$ cat src/rtl/regfile.sv
// RV32I integer register file: x1-x31 held in register_32bit instances, x0 reads as zero.
// Three combinational read ports (rs1, rs2, debug) and one write port that captures on the rising edge.

module register_32bit (
  input  logic        i_clk,
  input  logic        i_reset,
  input  logic        i_en,
  input  logic [31:0] i_d,
  output logic [31:0] o_q
);

  logic [31:0] data_q;
  logic [31:0] data_d;

  always_comb begin
    data_d = data_q;
    if (i_en) data_d = i_d;
  end

  always_ff @(posedge i_clk or posedge i_reset) begin
    if (i_reset) data_q <= 32'h0;
    else         data_q <= data_d;
  end

  assign o_q = data_q;

endmodule

module regfile (
  input  logic        i_clk,
  input  logic        i_reset,
  input  logic        i_rd_wren,
  input  logic [4:0]  i_rd_addr,
  input  logic [31:0] i_rd_data,
  input  logic [4:0]  i_rs1_addr,
  input  logic [4:0]  i_rs2_addr,
  input  logic [4:0]  i_dbg_addr,
  output logic [31:0] o_rs1_data,
  output logic [31:0] o_rs2_data,
  output logic [31:0] o_dbg_data
);

  // Bit 0 of the write decode would target x0, so it is never built.
  logic [31:1] wr_en;
  logic [31:0] regs [32];

  always_comb begin
    wr_en = '0;
    for (int i = 1; i < 32; i++) begin
      wr_en[i] = i_rd_wren && (i_rd_addr == 5'(i));
    end
  end

  assign regs[0] = 32'h0;

  for (genvar g = 1; g < 32; g++) begin : g_reg
    register_32bit u_reg (
      .i_clk   (i_clk),
      .i_reset (i_reset),
      .i_en    (wr_en[g]),
      .i_d     (i_rd_data),
      .o_q     (regs[g])
    );
  end

  // No write bypass: reads show the stored value until the capturing edge.
  assign o_rs1_data = regs[i_rs1_addr];
  assign o_rs2_data = regs[i_rs2_addr];
  assign o_dbg_data = regs[i_dbg_addr];

endmodule

$ cat config.mk
export PLATFORM = sky130hd
export DESIGN_NAME = regfile
export DESIGN_NICKNAME = d
export VERILOG_FILES = /design/src/rtl/regfile.sv
export SDC_FILE = /design/constraint.sdc
export NUM_CORES = 2
export LEC_CHECK = 0
export BUFFER_PORTS_ARGS = -buffer_cell sky130_fd_sc_hd__buf_2
export CAP_MARGIN = 20
export CORE_UTILIZATION = 58
export CTS_CLUSTER_SIZE = 10
export DETAILED_ROUTE_END_ITERATION = 10
export PLACE_DENSITY = 0.78
export RECOVER_POWER = 25
export SYNTH_ARGS = -nofsm -noshare
export SYNTH_HDL_FRONTEND = slang
export SYNTH_SLANG_ARGS = --single-unit
export TNS_END_PERCENT = 20
$ cat constraint.sdc
create_clock -name i_clk -period 33.3 [get_ports i_clk]
set_input_delay 3.33 -clock i_clk [delete_from_list [all_inputs] [get_ports i_clk]]
set_output_delay 3.33 -clock i_clk [all_outputs]
set_load 0.01 [all_outputs]
## After elaboration in Yosys (flattened, before gate mapping)

Index checks and enable logic that the tools add are counted.

| cells by class | value |
|---|---|
| magnitude comparators | 3 |
| eq/ne operators | 31 |
| bitwise gates (word level) | 3 |
| reduce and logical (&&, ||, !) cells | 31 |
| mux-type cells | 9 |

Operators by type and width:

| operator | count |
|---|---|
| $bmux 32 s5 | 3 |
| $mux 32 | 6 |
| $eq 5x5->1 const B | 16 |
| $eq 5x4->1 const B | 8 |
| $logic_and 1x1->1 | 31 |
| $eq 5x3->1 const B | 4 |
| $ge 6x6->1 const B | 3 |
| $not 5->6 | 3 |
| $eq 5x2->1 const B | 2 |
| $eq 5x1->1 const B | 1 |

| storage, ports and cells | value |
|---|---|
| word-level logic and storage cells | 108 |
| output and inout bits | 96 |
| register bits | 992 |
| bits of input ports | 55 |

## Depth between registers and ports, before layout

| logic depth | value |
|---|---|
| word-level depth | 4 |
| gate-level depth with buffers | 9 |
| gate-level depth less buffers | 4 |

## Cells and area by module

From an unflattened synthesis, not the netlist that was laid out.

| second synthesis, totals | value |
|---|---|
| cell total of the unflattened synthesis | 4253 |
| area total of the unflattened synthesis | 66281.1 µm² |

By module, submodules not included:

| module | cells each | sequential area each (µm²) | instances | area an instance (µm²) |
|---|---|---|---|---|
| register_32bit | 69 | 800.8 | 31 | 1348.8 |
| regfile | 2114 | 0.0 | 1 | 24468.5 |

## Worst setup path before layout

No wires, ideal clock.

| timing | value |
|---|---|
| path kind | input -> output |
| from | input port i_rs1_addr[0] |
| to | output port o_rs1_data[10] |
| stages on the path | 7 |
| arrival | 4.853 ns |
| buffers on the path | 3 |
| data required time | 29.970 ns |
| slack | 25.117 ns |
| path through | buf_2 > buf_6 > buf_2 > mux4_2 > a22o_1 > o21ai_1 > o31ai_1 |

| on the way | value |
|---|---|
| cells in the longest elaborated chain, start to end | 4 |

RTL lines:

| element | line | RTL |
|---|---|---|
| start, declared | 35 | `input logic [4:0] i_rs1_addr,` |
| $not 5->6 (implied by the code) | 67 | `assign o_rs1_data = regs[i_rs1_addr];` |
| $bmux 32 s5 | 67 |  |
| $mux 32 (implied by the code) (2 in a row) | 67 |  |
| end, declared | 38 | `output logic [31:0] o_rs1_data,` |

Every way passes these cells. The select of a mux whose other input is x is not followed.

## Final worst setup path

| timing | value |
|---|---|
| from | input port i_dbg_addr[0] |
| to | output port o_dbg_data[4] |

| on the way | value |
|---|---|
| cells in the longest elaborated chain, start to end | 4 |

RTL lines:

| element | line | RTL |
|---|---|---|
| start, declared | 37 | `input logic [4:0] i_dbg_addr,` |
| $not 5->6 (implied by the code) | 69 | `assign o_dbg_data = regs[i_dbg_addr];` |
| $bmux 32 s5 | 69 |  |
| $mux 32 (implied by the code) (2 in a row) | 69 |  |
| end, declared | 40 | `output logic [31:0] o_dbg_data` |

Every way passes these cells. The select of a mux whose other input is x is not followed.

==> metrics.yaml <==
drt_iter0_drc: 5106
syn-num-nets: 4346
syn_area_sq_um: 61300
hold_path.class: "register to register"
dp_worst_setup_slack_ps: 22530
drive_gt1_frac: 0.482
chipHeight_um: 327
port_buffers: 150
finalWirelength_um: 200000
worstMarginPinSlew_ps: 4960
area_growth_pct: 7.30
cts_buffer_depth: 3
placed_area_sq_um: 62600
hold_buffers: 0
max_slew_margin: -2.30
power_density_nw_per_um2: 57.6
gp_congestion: 0.848
cp-end-kind: "output port"
leakagePower_nw: 28.1
synthArstFlopShare: 1.00
arrival_ps: 7470
ys_warn_count: 0
top_layer: "met5"
largest_register_ffs: 992
cts_setup_buffers: 0
cts_tree: "done"
yosysSeqAreaShare: 0.405
syn_inst: 4291
synth-xor-area-share: 0
wl_met2_um: 89500
ys_ff_latch: 992
design.die.area_sq_um: 107000
fin_crit_sh: 0.324
crit_fanout: 69
hold_viol: 0
die_w_um: 327
synthAdderAreaFrac: 0
drt-pass1-iter-count: 6
drt-wirelength-per-cell_um: 35.8
outcome: "finished, violations left"
vias: 42988
final_area_sq_um: 65800
synth_edf_count: 0
cts_resized: 0
core_sq_um: 104000
grt_max_degree: 184
clkTransAtPathRegs_ps: 60
setup_tns_ps: 0
grt_pass1_vias: 44435
drc_errors: 0
period_minus_slack_ps: 10800
hpwl_um: 111000
drv_cap: 13
p_total_w: 0.00379
grtUsageTotal: 0.378
clock.fmax_mhz: 92.6
slew_violations: 592
peakVddDrop_mv: 0.0465
crit_required_ps: 29970
worst_setup_path_start_kind: "primary input"
synth_cell_type_count: 30
start_util: 0.589
nets: 4205
cts_buffers: 114
hold_slack_ps: 527
cts_root_buf: "clkbuf_16"
syn_area_per_cell_sq_um: 14.3
synth_compound_area_frac: 0.0822
synthSimpleGateAreaFrac: 0.0156
violations: "capacitance limit, slew limit"
row_count: 118
setup_ws_ps: 22500
rsz0062_at_grt: "no"
met1_length_um: 72400
antenna_found_initial: 9
synthFlopType: "dfrtp_1"
insertion_delay_ps: 740
ant_nets: 0
overflow: 0
synthMuxAreaShare: 0.458
fin_skew_ps: 0
critPathKind: "primary input to output port"
viasPerCell: 7.72
cts_max_level: 3
setup_viol: 0
synth_top_family_by_area: "multiplexers"
cts.sinks: 992
ios: 151
wl_met3_um: 25400
grt_first_pass_wirelength_um: 297000
worst max-delay path: stages:
cell	delay, ps
buf_8	500
buf_4	900
buf_4	840
mux4_2	370
mux2i_1	80
and2_1	210
o31ai_1	710
buf_2	270
power breakdown:
| group | internal [W] | switching, W | leakage, nW |
|---|---|---|---|
| Clock | 0.000645 | 0.000508 | 1.59 |
| Combinational | 0.000565 | 0.000402 | 13.8 |
| Sequential | 0.00144 | 0.000226 | 12.7 |
cells in the mapped netlist, drive strengths merged, types with 4 or more instances:
cell | count | area share
a211oi | 96 | 0.012
a22o | 288 | 0.041
and2 | 99 | 0.010
buf | 283 | 0.025
clkbuf | 224 | 0.014
dfrtp | 992 | 0.40
inv | 4 | 0.00024
mux2 | 1088 | 0.20
mux2i | 288 | 0.047
mux4 | 576 | 0.21
nand2 | 16 | 0.00098
nand2b | 6 | 0.00061
nor2 | 16 | 0.00098
nor2b | 12 | 0.0012
o21ai | 96 | 0.0078
o22ai | 96 | 0.0098
o31ai | 96 | 0.012
cell usage in the layout, fill, tap and decap left out, drive strengths merged, types with 5 or more instances in the layout:
| cell | netlist | layout |
|---|---|---|
| dfrtp | 992 | 992 |
| mux2i | 288 | 288 |
| clkinv | 0 | 6 |
| o31ai | 96 | 96 |
| mux2 | 1088 | 1088 |
| nand2b | 6 | 6 |
| mux4 | 576 | 576 |
| buf | 283 | 237 |
| o21ai | 96 | 96 |
| a22o | 288 | 288 |
| nor2 | 16 | 16 |
| nor2b | 12 | 12 |
| clkbuf | 224 | 159 |
| a211oi | 96 | 96 |
| o22ai | 96 | 96 |
| and2 | 99 | 99 |
| inv | 4 | 5 |
| nand2 | 16 | 16 |
cell families (layout without fill, tap and decap cells):
family,Yosys count,count (layout)
DFF,992,992
buffers and inverters,511,410
muxes,1952,1952
other,0,2
AOI/OAI and AO/OA,672,672
and+or+nand+nor,164,164
cell type report:
class / count / area [sq um]
Timing Repair Buffer: 250 / 1610
Sequential cell: 992 / 24800
Antenna cell: 2 / 5.00
Clock inverter: 10 / 183
Clock buffer: 146 / 3100
Inverter: 4 / 16.3
Multi-Input combinational cell: 2788 / 34400
Tap cell: 1380 / 1730
Fill cell: 7706 / 38400
final timing paths:
path | start | to | slack (ps) | depth (start not counted)
setup / recovery | i_dbg_addr[0] | o_dbg_data[4] | 22500 | 8
hold / removal | g_reg[12].u_reg.o_q[28] | g_reg[12].u_reg.o_q[28] | 530 | 1
setup reg to reg | g_reg[20].u_reg.o_q[21] | g_reg[20].u_reg.o_q[21] | 32450 | 1
hold reg to reg | g_reg[12].u_reg.o_q[28] | g_reg[12].u_reg.o_q[28] | 530 | 1
max in group asynchronous | i_reset | g_reg[22].u_reg.o_q[6] | 23080 | 5
min in group asynchronous | i_reset | g_reg[14].u_reg.o_q[30] | 4070 | 2
layer usage:
layer,up-vias,track usage
li1,16745,-
met1,22413,0.497
met2,2975,0.568
met3,843,0.117
met4,12,0.196
met5,-,0.00177
per-stage QoR:
step | utilization | cells
after detailed placement | 0.600 | 5413
after floorplan | - | 4291
after global placement | 0.600 | 5412
final | 0.632 | 5572
after global routing | 0.631 | 5571
after CTS | 0.632 | 5569
No activity file was read; power rests on OpenSTA's default activity.
